==> config.mk <==
export PLATFORM = sky130hd
export DESIGN_NAME = reset_sequencer
export DESIGN_NICKNAME = d
export VERILOG_FILES = /design/src/rtl/reset_seq_pkg.sv /design/src/rtl/reset_sync_debounce.sv /design/src/rtl/reset_sequencer.sv
export SDC_FILE = /design/constraint.sdc
export NUM_CORES = 1
export LEC_CHECK = 0
export CORE_UTILIZATION = 51
export CTS_CLUSTER_SIZE = 40
export DETAILED_ROUTE_END_ITERATION = 12
export GPL_ROUTABILITY_DRIVEN = 0
export GPL_TIMING_DRIVEN = 0
export PLACE_DENSITY = 0.82
export SKIP_LAST_GASP = 1
export SYNTH_ARGS = -nofsm -noshare
export SYNTH_HDL_FRONTEND = slang
export SYNTH_HIERARCHICAL = 1
export SYNTH_SLANG_ARGS = --single-unit
export TNS_END_PERCENT = 100
==> constraint.sdc <==
create_clock -name clk -period 1.9 [get_ports clk]
set_clock_uncertainty 0.1 [all_clocks]
set_input_delay 0.38 -clock clk [delete_from_list [all_inputs] [get_ports clk]]
set_output_delay 0.38 -clock clk [all_outputs]
set_load 0.005 [all_outputs]
==> src/rtl/reset_seq_pkg.sv <==
// Shared types and encodings for the board reset sequencer.
package reset_seq_pkg;

   typedef enum logic [2:0] {
      ASSERT,
      WAIT_LOCK,
      HOLD,
      RELEASE,
      RUN
   } state_t;

   localparam logic [1:0] CAUSE_POR    = 2'd0;
   localparam logic [1:0] CAUSE_BUTTON = 2'd1;
   localparam logic [1:0] CAUSE_LOCK   = 2'd2;
   localparam logic [1:0] CAUSE_SW     = 2'd3;

   // Counter width able to hold max_val without wrapping.
   function automatic int cnt_width(input int max_val);
      return $clog2(max_val) + 1;
   endfunction

endpackage

==> src/rtl/reset_sync_debounce.sv <==
// Multi-flop synchroniser with an optional per-bit debounce filter.
// DEBOUNCE_CYCLES = 0 leaves the synchronised value unfiltered.
module reset_sync_debounce
   import reset_seq_pkg::*;
#(
   parameter int WIDTH           = 1,
   parameter int SYNC_STAGES     = 2,
   parameter int DEBOUNCE_CYCLES = 16
) (
   input  logic             clk,
   input  logic             rst_n,
   input  logic [WIDTH-1:0] d,
   output logic [WIDTH-1:0] q
);

   localparam int            CW      = cnt_width(DEBOUNCE_CYCLES);
   localparam logic [CW-1:0] DB_LAST = CW'(DEBOUNCE_CYCLES - 1);

   logic [WIDTH-1:0] sync_ff [SYNC_STAGES];
   logic [WIDTH-1:0] sync_q;

   always_ff @(posedge clk or negedge rst_n) begin
      if (!rst_n) begin
         for (int i = 0; i < SYNC_STAGES; i++) sync_ff[i] <= '0;
      end else begin
         sync_ff[0] <= d;
         for (int i = 1; i < SYNC_STAGES; i++) sync_ff[i] <= sync_ff[i-1];
      end
   end

   assign sync_q = sync_ff[SYNC_STAGES-1];

   generate
      if (DEBOUNCE_CYCLES == 0) begin : g_bypass
         assign q = sync_q;
      end else begin : g_debounce
         for (genvar b = 0; b < WIDTH; b++) begin : g_bit
            logic [CW-1:0] cnt;
            logic          db;

            // Any sample agreeing with the filtered value restarts the count.
            always_ff @(posedge clk or negedge rst_n) begin
               if (!rst_n) begin
                  cnt <= '0;
                  db  <= 1'b0;
               end else if (sync_q[b] == db) begin
                  cnt <= '0;
               end else if (cnt == DB_LAST) begin
                  cnt <= '0;
                  db  <= sync_q[b];
               end else begin
                  cnt <= cnt + CW'(1);
               end
            end

            assign q[b] = db;
         end
      end
   endgenerate

endmodule

==> src/rtl/reset_sequencer.sv <==
// Board reset generator: waits for locks and a released button, holds,
// then releases NUM_STAGES reset domains in order and logs reset causes.
//
// state     | meaning
// ----------|--------------------------------------------------------
// ASSERT    | all resets held; waiting for the debounced button to be up
// WAIT_LOCK | all resets held; waiting for every lock input to be good
// HOLD      | all resets held for HOLD_CYCLES
// RELEASE   | stages dropping one by one, STAGE_GAP cycles apart
// RUN       | every domain out of reset
module reset_sequencer
   import reset_seq_pkg::*;
#(
   parameter int NUM_LOCKS       = 2,
   parameter int SYNC_STAGES     = 2,
   parameter int DEBOUNCE_CYCLES = 16,
   parameter int HOLD_CYCLES     = 15,
   parameter int NUM_STAGES      = 3,
   parameter int STAGE_GAP       = 4
) (
   input  logic                  clk,
   input  logic                  rst_n,
   input  logic                  btn,
   input  logic [NUM_LOCKS-1:0]  lock_in,
   input  logic                  sw_rst_req,
   output logic [NUM_STAGES-1:0] rst_out,
   output logic                  all_released,
   output logic [1:0]            rst_cause,
   output logic [7:0]            rst_count
);

   localparam int HW  = cnt_width(HOLD_CYCLES);
   localparam int GW  = cnt_width(STAGE_GAP);
   localparam int SIW = cnt_width(NUM_STAGES - 1);

   localparam logic [HW-1:0]  HOLD_LAST = HW'(HOLD_CYCLES - 1);
   localparam logic [GW-1:0]  GAP_LAST  = GW'(STAGE_GAP - 1);
   localparam logic [SIW-1:0] LAST_IDX  = SIW'(NUM_STAGES - 1);

   state_t               state;
   logic [HW-1:0]        hold_cnt;
   logic [GW-1:0]        gap_cnt;
   logic [SIW-1:0]       stage_idx;
   logic [SIW-1:0]       stage_next;

   logic                 btn_db;
   logic                 btn_db_q;
   logic [NUM_LOCKS-1:0] lock_sync;
   logic                 locks_ok;
   logic                 locks_ok_q;

   logic                 btn_rise;
   logic                 lock_fall;
   logic                 sw_event;
   logic                 armed;
   logic                 any_event;

   reset_sync_debounce #(
      .WIDTH           (1),
      .SYNC_STAGES     (SYNC_STAGES),
      .DEBOUNCE_CYCLES (DEBOUNCE_CYCLES)
   ) u_btn_sync (
      .clk   (clk),
      .rst_n (rst_n),
      .d     (btn),
      .q     (btn_db)
   );

   reset_sync_debounce #(
      .WIDTH           (NUM_LOCKS),
      .SYNC_STAGES     (SYNC_STAGES),
      .DEBOUNCE_CYCLES (0)
   ) u_lock_sync (
      .clk   (clk),
      .rst_n (rst_n),
      .d     (lock_in),
      .q     (lock_sync)
   );

   assign locks_ok   = &lock_sync;
   assign btn_rise   = btn_db & ~btn_db_q;
   assign lock_fall  = ~locks_ok & locks_ok_q;
   assign sw_event   = sw_rst_req & ((state == RELEASE) || (state == RUN));
   assign armed      = (state == HOLD) || (state == RELEASE) || (state == RUN);
   assign any_event  = armed & (btn_rise | lock_fall | sw_event);
   assign stage_next = stage_idx + SIW'(1);

   always_ff @(posedge clk or negedge rst_n) begin
      if (!rst_n) begin
         state        <= ASSERT;
         rst_out      <= '1;
         all_released <= 1'b0;
         rst_cause    <= CAUSE_POR;
         rst_count    <= 8'd0;
         hold_cnt     <= '0;
         gap_cnt      <= '0;
         stage_idx    <= '0;
         btn_db_q     <= 1'b0;
         locks_ok_q   <= 1'b0;
      end else begin
         btn_db_q   <= btn_db;
         locks_ok_q <= locks_ok;

         if (any_event) begin
            // Priority: button, then lock loss, then software request.
            rst_out      <= '1;
            all_released <= 1'b0;
            hold_cnt     <= '0;
            gap_cnt      <= '0;
            stage_idx    <= '0;
            if (rst_count != 8'hFF) rst_count <= rst_count + 8'd1;
            if (btn_rise) begin
               state     <= ASSERT;
               rst_cause <= CAUSE_BUTTON;
            end else if (lock_fall) begin
               state     <= WAIT_LOCK;
               rst_cause <= CAUSE_LOCK;
            end else begin
               state     <= ASSERT;
               rst_cause <= CAUSE_SW;
            end
         end else begin
            case (state)
               ASSERT: begin
                  if (!btn_db) state <= WAIT_LOCK;
               end
               WAIT_LOCK: begin
                  if (locks_ok) begin
                     state    <= HOLD;
                     hold_cnt <= '0;
                  end
               end
               HOLD: begin
                  if (hold_cnt == HOLD_LAST) begin
                     rst_out[0] <= 1'b0;
                     stage_idx  <= '0;
                     gap_cnt    <= '0;
                     if (NUM_STAGES == 1) begin
                        state        <= RUN;
                        all_released <= 1'b1;
                     end else begin
                        state <= RELEASE;
                     end
                  end else begin
                     hold_cnt <= hold_cnt + HW'(1);
                  end
               end
               RELEASE: begin
                  if (gap_cnt == GAP_LAST) begin
                     gap_cnt   <= '0;
                     stage_idx <= stage_next;
                     for (int s = 0; s < NUM_STAGES; s++) begin
                        if (SIW'(s) == stage_next) rst_out[s] <= 1'b0;
                     end
                     if (stage_next == LAST_IDX) begin
                        state        <= RUN;
                        all_released <= 1'b1;
                     end
                  end else begin
                     gap_cnt <= gap_cnt + GW'(1);
                  end
               end
               RUN: begin
                  rst_out      <= '0;
                  all_released <= 1'b1;
               end
               default: state <= ASSERT;
            endcase
         end
      end
   end

endmodule
== Yosys cells after proc, flatten, opt, wreduce, memory -nomap -nowiden ==
Cells that the tools add are included.
Storage, ports and cells
  register bits after elaboration: 41
  word-level logic and storage cells: 111
Operators by class
  bitwise gates (word level): 9
  muxes and demuxes: 37
  add/sub/neg operators: 5
  reduce and logical (&&, ||, !) cells: 20
  equality and inequality tests: 22
Operators with widths (count)
  two-way mux 3 bit: 11
  two-way mux 5 bit: 5
  != test 3 x 2 -> 1 bit, second input constant: 6
  one-hot mux 3 bit (5 select lines): 1
  AND reduction 3 bit: 5
  adder 5 x 1 -> 5 bit, second input constant: 2
  equality test 5 x 4 -> 1 bit, second input constant: 2
  two-way mux 1 bit: 10
  one-hot mux 5 bit (2 select lines): 1
  equality test 3 x 2 -> 1 bit, second input constant: 3
  != test 3 bit, second input constant: 3
  nonzero test 3 bit: 3
  adder 8 x 1 -> 8 bit, second input constant: 1
  two-way mux 2 bit: 4
  != test 8 bit, second input constant: 1
  one-hot mux 2 bit (2 select lines): 2
  AND reduction 2 bit: 4
  one-hot mux 3 bit (2 select lines): 1
  AND reduction 6 bit: 1
  bitwise AND 1 bit: 4
  AND reduction 4 bit: 1
  nonzero test 4 bit: 1
  adder 3 x 1 -> 3 bit, second input constant: 1
  equality test 3 x 1 -> 1 bit, second input constant: 1
  14 further kinds: 19

== Logic depth before layout (Yosys ltp) ==
Gate-level depths: netlist (run 1).
  depth in word-level cells: 8
  gate-level depth with buffers: 8
  mapped depth without buffers: 7

== By module ==
The synthesis (run 1) kept the hierarchy.
Modules (own cells, without submodules)
  reset_sequencer: cells each 164, area an instance 1622.8 um^2, times used 1
  reset_sync_debounce (u_btn_sync): cells each 23, area an instance 304.0 um^2, times used 1
  reset_sync_debounce (u_lock_sync): cells each 6, area an instance 115.1 um^2, times used 1

== Worst setup path after synthesis (run 1) ==
No wires, ideal clock.
  path type: register -> register
  start point: register u_lock_sync.sync_ff (netlist bit u_lock_sync/q[0])
  end point: register rst_count[1]
  setup slack: -0.125 ns
  required time: 1.675 ns
  clock period less this slack: 2.025 ns
  stages on the path, launching flop included: 6
  data arrival time: 1.800 ns
  path buffers: 1
  cells stage by stage: dfrtp_1 > buf_4 > a21boi_0 > nor2_1 > a221oi_4 > mux2_2
On the way
  cells in the longest elaborated chain, start to end: 7
RTL lines
  start, declared: line reset_sync_debounce.sv:19  | logic [WIDTH-1:0] sync_ff [SYNC_STAGES];
  AND reduction 2 bit: line reset_sequencer.sv:80  | assign locks_ok = &lock_sync;
  NOT 1 bit: line reset_sequencer.sv:82  | assign lock_fall = ~locks_ok & locks_ok_q;
  bitwise AND 1 bit: line reset_sequencer.sv:82
  OR 1 bit (2 in series): line reset_sequencer.sv:85  | assign any_event = armed & (btn_rise | lock_fall | sw_event);
  bitwise AND 1 bit: line reset_sequencer.sv:85
  AND reduction 2 bit (no line)
  end signal, assigned: line reset_sequencer.sv:111  | if (rst_count != 8'hFF) rst_count <= rst_count + 8'd1;
  end, declared: line reset_sequencer.sv:29  | output logic [7:0] rst_count
Every way passes these cells.
A chain may end at the register's enable or synchronous reset.

== Worst setup path after layout (run 1) ==
  start point: register state[1]
  end point: register hold_cnt[2]
On the way
  cells in the longest elaborated chain, start to end: 7
  elaborated cells on any way between the ends: 16
  classes of those cells: 6 x eq/ne; 2 x mux; 3 x bitwise; 5 x reduce/logical
RTL lines
  start, declared: line reset_sequencer.sv:40  | state_t state;
  start signal, assigned: line reset_sequencer.sv:90  | state <= ASSERT;
  start signal, assigned: line reset_sequencer.sv:113  | state <= ASSERT;
  start signal, assigned: line reset_sequencer.sv:116  | state <= WAIT_LOCK;
  equality test 3 x 2 -> 1 bit / equality test 3 bit (equally long branches): line reset_sequencer.sv:83, reset_sequencer.sv:84
  logical OR 1 bit: line reset_sequencer.sv:83  | assign sw_event = sw_rst_req & ((state == RELEASE) || (state == RUN));
  bitwise AND 1 bit: line reset_sequencer.sv:83
  OR 1 bit: line reset_sequencer.sv:85
  bitwise AND 1 bit: line reset_sequencer.sv:85
  != test 3 bit (no line) / nonzero test 3 bit (equally long branches)
  AND reduction 3 bit (no line)
  end signal, assigned: line reset_sequencer.sv:145  | hold_cnt <= hold_cnt + HW'(1);
  end, declared: line reset_sequencer.sv:41  | logic [HW-1:0] hold_cnt;
Several ways; a longest one is shown, not always the timed one.

==> impl_metrics.csv, run 1 <==
group,metric,value,unit
detailed_routing,wl_per_cell,15.6,um
finish,fin_area,0.00256,mm2
floorplanning,ioPinCount,20,
floorplanning,dieHeight,65.3,um
worst_setup_path,cp_max_fo,7,
worst_setup_path,start_kind,"register",
floorplanning,start_util,54.5,%
global_route,grt_pass1_vias,1542,
run_status,violations,"setup timing",
synth,ys_types,49,
detailed_routing,drt-met1-wl,1.93,mm
worst_setup_path,crit_type,"register to register",
power,power,3.61,mW
power,leakage,1.13,nW
sta,hold_violations,0,
sta,tightest_slew,0.878,ns
synth,yosysWarnings,6,
placed_design,detailed_place_hpwl,2.69,mm
clocking,clk_latency,0.30,ns
synth,ys_seq_elements,41,
detailed_routing,vias,1622,
sta,setup_viol,8,
synth,synth_compound_area_share,17.1,%
detailed_routing,wl_met2,2.10,mm
hold_path,hold_class,"primary input to asynchronous set/reset pin",
finish,final_layout_size_suffix_gt1_share,23.2,%
detailed_routing,drc,0,
detailed_routing,top_layer_used,"met4",
sta,min_period,1.98,ns
finish,final_util,68.3,%
detailed_routing,wl,4.31,mm
global_route,globalRouteOverflowTotal,0,
global_route,grt_usage,20.9,%
synth,synth_top_family_by_area,"simple AND/OR/NAND/NOR gates",
sta,grt_setup_unrepaired,"true",
clocking,cts_buffers,5,
synth,async_flop_share,100,%
clocking,hold_buffers,0,
clocking,cts_root_buffer,"clkbuf_8",
synth,synth_simple_gate_area_share,18.4,%
synth,ys_dominant_reg_cell,"dfrtp_1",
sta,fmax,506,MHz
synth,avgSynthCellArea,10.6,um2
detailed_routing,wl_met3,203,um
clocking,cts.sinks,41,
global_route,grt_antenna_before_repair,0,
worst_setup_path,worstPathRequired,1.99,ns
sta,slew_violations,0,
synth,yosysSeqAreaShare,50.4,%
detailed_routing,drt.antenna.violating_nets,0,
clocking,clockBufferDepth,2,
placed_design,dpl_cell_area,0.00229,mm2
sta,timing.final.crit_share,104,%
synth,synthXorXnorAreaFrac,3.86,%
sta,finalWorstSetupSlack,-0.0781,ns
floorplanning,fp.dieW,65.3,um
placed_design,port_buffers,19,
floorplanning,core_area,0.00374,mm2
clocking,htreeDepth,2,
synth,syn_inst,193,
finish,n_antenna_cell,0,
job,maxCapViolCount,0,
detailed_routing,via_per_inst,5.88,
sta,slew_headroom,41.5,%
synth,synthAdderAreaFrac,4.90,%
clocking,clk_pin_slew,0.08,ns
global_route,grt_max_degree,42,
synth,synth.net_count,207,
synth,synth_mux_area_share,1.65,%
sta,fin_setup_tns,-0.403,ns
power,peakVddDrop,1030,uV
global_route,grt_pass1_wl,6.72,mm
floorplanning,fp-row-count,22,
worst_setup_path,worstPathArrival,2.07,ns
clocking,cts_tree,"done",
run_status,status,"finished, violations left",
detailed_routing,first_pass_iters,4,
sta,hold_ws,0.0976,ns
synth,synth_edf_count,0,
detailed_routing,drt-initial-drc-count,137,
finish,syn_to_final_growth,25.3,%
floorplanning,die_area,0.00426,mm2
worst_setup_path,end_kind,"register",
finish,finalNetCount,241,
synth,syn-cell-area,0.00204,mm2
power,power.density,1410,mW/mm2
-- path summary, 6_finish.rpt --
check | from | to | slack [ns] | cells after the start
setup / recovery | state[1] | hold_cnt[2] | -0.08 | 6
hold / removal | rst_n | rst_count[5] | 0.1 | 1
setup reg to reg | state[1] | hold_cnt[2] | -0.08 | 6
hold reg to reg | u_btn_sync/sync_ff[1] | u_btn_sync/sync_q | 0.26 | 0
max in group asynchronous | rst_n | state[1] | 1.00 | 1
min in group clk | u_btn_sync/sync_ff[1] | u_btn_sync/sync_q | 0.26 | 0
-- cell families (layout without fill, tap and decap cells) --
group | Yosys count | count (layout)
buffers and inverters | 14 | 49
muxes | 3 | 3
xor gates and xnor gates | 9 | 9
DFF | 41 | 41
and+or+nand+nor | 69 | 69
AOI/OAI and AO/OA | 49 | 49
adders and majority gates | 8 | 8
-- layout make-up --
type / count / area [um2]
plain buffers: 5 / 42.5
clock buffers: 5 / 68.8
clock inverters: 3 / 46.3
fillers: 295 / 1180
inverters: 8 / 30.0
multi-input cells: 138 / 1020
flip-flops and latches: 41 / 1030
well taps: 48 / 60.1
repair buffers: 28 / 255
-- registers in the layout (all words and copies together), names as in the netlist, 2 cells and up --
| signal | cells |
|---|---|
| gap_cnt | 3 |
| hold_cnt | 5 |
| rst_cause | 2 |
| rst_count | 8 |
| rst_out | 3 |
| stage_idx | 2 |
| state | 3 |
| u_btn_sync/g_debounce.g_bit.cnt | 5 |
| u_lock_sync/q | 2 |
| u_lock_sync/sync_ff | 2 |
-- power breakdown --
group / switching [mW] / total (mW) / internal, mW
logic: 0.773 / 1.57 / 0.796
clock network: 0.315 / 0.708 / 0.393
registers: 0.213 / 1.33 / 1.12
-- synthesized netlist by cell type (4+ instances only) --
library cell	number	area, um2
nor3_1	5	25.0
nand2b_1	4	25.0
o21ai_0	13	65.1
and3_1	5	31.3
nand3_1	8	40.0
nand2_1	11	41.3
xor2_1	4	35.0
inv_1	8	30.0
a21o_1	4	30.0
nand4_1	5	31.3
dfrtp_1	38	951
a31oi_1	5	31.3
xnor2_1	5	43.8
ha_1	8	100
a21oi_1	10	50.1
nor2_1	14	52.6
-- cell usage in the layout (no fill, tap or decap), types with 2 or more instances in the layout --
master            n
xor2_1            4
mux2_1            2
dfrtp_1          35
xnor2_1           5
nor3_1            4
inv_1             7
buf_4            10
clkdlybuf4s50_1  17
o22a_2            2
nand4_1           5
buf_6             3
o21ai_0           6
nand3_2           2
nand2b_1          4
nor2_1           14
nand2_1          10
and3_1            5
ha_1              8
a21oi_1          10
o21ai_1           7
dfstp_2           3
a31oi_1           4
and2_1            3
a21o_1            4
dfrtp_2           3
clkbuf_8          5
nand3_1           7
-- routing by layer --
layer	global-route usage [%]	vias up
li1	-	768
met1	26.6	799
met2	34.0	42
met3	5.03	13
met4	8.42	0
met5	0	-
-- through the flow --
step | setup slack (ns) | cells
final | -0.0781 | 276
after detailed placement | -0.512 | 260
after global placement | -0.636 | 260
after floorplan | -0.0200 | 193
after CTS | -0.118 | 274
after global routing | -0.164 | 276
-- critical path: stages, from the launching register on --
cell and delay (ns):
dfrtp_2 0.42, or3b_1 0.39, buf_6 0.15, o22a_4 0.23
nand4_1 0.21, a21boi_1 0.11, o2bb2a_2 0.26
-- timing repair --
item	CTS	global route
buffers inserted	6	4
resized for setup	11	20
pin swaps	1	7
setup endpoints to repair	18	24
(Power assumes the default switching activity.)
==> run 2: changes to the inputs <==
--- a/config.mk
+++ b/config.mk
@@ -5,12 +5,12 @@
 export SDC_FILE = /design/constraint.sdc
 export NUM_CORES = 1
 export LEC_CHECK = 0
-export CORE_UTILIZATION = 51
+export CORE_UTILIZATION = 48
 export CTS_CLUSTER_SIZE = 40
 export DETAILED_ROUTE_END_ITERATION = 12
 export GPL_ROUTABILITY_DRIVEN = 0
 export GPL_TIMING_DRIVEN = 0
-export PLACE_DENSITY = 0.82
+export PLACE_DENSITY = 0.79
 export SKIP_LAST_GASP = 1
 export SYNTH_ARGS = -nofsm -noshare
 export SYNTH_HDL_FRONTEND = slang
==> impl_metrics.csv, run 2 (synthesis results as in run 1) <==
group,metric,value,unit
placed_design,dpl_cell_area,0.00229,mm2
detailed_routing,drc,0,
floorplanning,fp-row-count,23,
global_route,grt_usage,21.3,%
power,netSwitchingFraction,36.9,%
finish,largest_register_ffs,8,
job,maxCapViolCount,0,
sta,fmax,529,MHz
clocking,cts.sinks,41,
global_route,grt_pass1_wl,7.20,mm
floorplanning,core_area,0.00403,mm2
worst_setup_path,crit_type,"register to register",
sta,tightest_slew,0.871,ns
finish,reg_top3,"rst_count: 8 flops, hold_cnt: 5 flops, u_btn_sync/g_debounce.g_bit.cnt: 5 flops",
sta,setup_viol,0,
finish,final_layout_size_suffix_gt1_share,27.0,%
global_route,grt_antenna_before_repair,0,
detailed_routing,vias,1641,
finish,n_fill_cell,324,
clocking,clockBufferDepth,2,
clocking,clk_pin_slew,0.08,ns
clocking,clk_latency,0.29,ns
detailed_routing,wl,4.26,mm
power,seqPwrFrac,38.1,%
power,clkPwrFrac,16.2,%
worst_setup_path,start_kind,"register",
worst_setup_path,worstPathRequired,1.98,ns
floorplanning,start_util,50.7,%
floorplanning,die_area,0.00452,mm2
run_status,status,"finished clean",
power,peakVddDrop,907,uV
floorplanning,fp.dieW,67.2,um
detailed_routing,first_pass_iters,4,
detailed_routing,drt.antenna.violating_nets,0,
power,leakage,1.12,nW
floorplanning,ioPinCount,20,
finish,regMostFlops,"rst_count",
worst_setup_path,path_cells,"or3b_4, and2_4, a221oi_4, buf_4, nand2_2, xnor2_1",
clocking,cts_tree,"done",
power,power.density,1360,mW/mm2
finish,layout.cells.non_filler,280,
detailed_routing,via_per_inst,5.86,
sta,hold_violations,0,
worst_setup_path,cpPeakStageDelay,0.42,ns
clocking,htreeDepth,2,
finish,fin_area,0.00255,mm2
worst_setup_path,cp_max_fo,7,
finish,mostFrequentLayoutCells,"dfrtp_1, clkdlybuf4s50_1, buf_4",
global_route,grt_max_degree,42,
floorplanning,dieHeight,67.2,um
power,p_sw,1.28,mW
worst_setup_path,end_kind,"register",
sta,grt_setup_unrepaired,"true",
detailed_routing,wl_per_cell,15.2,um
global_route,grt_pass1_vias,1563,
clocking,hold_buffers,0,
power,p_comb_share,45.7,%
finish,final_common_cell,"dfrtp_1",
worst_setup_path,worstPathArrival,1.97,ns
worst_setup_path,worst-path-buf-inv,1,
placed_design,port_buffers,19,
finish,finalNetCount,243,
worst_setup_path,slowest_stage,"or3b_4",
finish,n_antenna_cell,0,
sta,min_period,1.89,ns
detailed_routing,drt-initial-drc-count,60,
placed_design,post-place-cells,262,
placed_design,detailed_place_hpwl,2.66,mm
clocking,cts_buffers,5,
worst_setup_path,cp_top_family,"simple AND/OR/NAND/NOR gates",
sta,timing.final.crit_share,99.5,%
hold_path,hold_class,"primary input to asynchronous set/reset pin",
sta,slew_violations,0,
global_route,globalRouteOverflowTotal,0,
finish,syn_to_final_growth,25.1,%
sta,slew_headroom,42.0,%
power,p_int,2.19,mW
clocking,cts_root_buffer,"clkbuf_8",
-- run 2: per-stage QoR --
stage	hold slack, ns	total power [mW]	util [%]	TNS (ns)	setup slack [ns]
after floorplan	-0.0156	2.15	-	-0.0200	-0.0200
after global placement	0.233	2.56	57.0	-32.54	-0.655
after detailed placement	0.240	2.60	56.9	-8.10	-0.545
after CTS	0.141	3.37	62.2	-0.196	-0.0893
after global routing	0.188	3.71	63.4	-0.341	-0.0536
final	0.0982	3.48	63.4	0	0.00899
-- run 2: final cells by class --
class / instances / area [um2] / area share, %
Tap cell: 50 / 62.6 / 2.45
Sequential cell: 41 / 1030 / 40.5
Buffer: 4 / 31.3 / 1.22
Clock inverter: 3 / 17.5 / 0.686
Multi-Input combinational cell: 138 / 1030 / 40.5
Timing Repair Buffer: 31 / 274 / 10.7
Clock buffer: 5 / 68.8 / 2.69
Inverter: 8 / 30.0 / 1.18
-- run 2: power by group through the flow --
| stage | registers (mW) | logic [mW] | clock network (mW) |
|---|---|---|---|
| after CTS | 1.32 | 1.48 | 0.571 |
| final | 1.32 | 1.59 | 0.563 |
| after detailed placement | 1.37 | 1.24 | 0 |
| after global placement | 1.36 | 1.20 | 0 |
| after global routing | 1.36 | 1.74 | 0.608 |
| after floorplan | 1.32 | 0.828 | 0 |
-- run 2: path summary, 6_finish.rpt --
kind / endpoint / slack (ns) / from / cells after the start
max: rst_count[2] / 0.009 / state[0] / 6
min: btn_db_q / 0.1 / rst_n / 1
max reg2reg: rst_count[2] / 0.009 / state[0] / 6
min reg2reg: u_lock_sync/q[0] / 0.26 / u_lock_sync/sync_ff[2] / 0
max in group asynchronous: rst_count[0] / 1.00 / rst_n / 1
min in group clk: u_lock_sync/q[0] / 0.26 / u_lock_sync/sync_ff[2] / 0
-- run 2: timing repair --
action	4_1_cts	5_1_grt
pin swaps	7	8
gates resized for setup	15	19
gates cloned	0	0
buffers inserted	11	1
setup endpoints to repair	17	24
-- run 2: per-layer routing --
metal	vias to the layer above	share of wire, %	routed length, um	global-route usage (%)
li1	768	-	-	-
met1	811	45	1900	28.7
met2	53	49	2070	35.0
met3	9	5.2	221	3.04
met4	0	1.5	63	7.45
met5	-	0	0	0
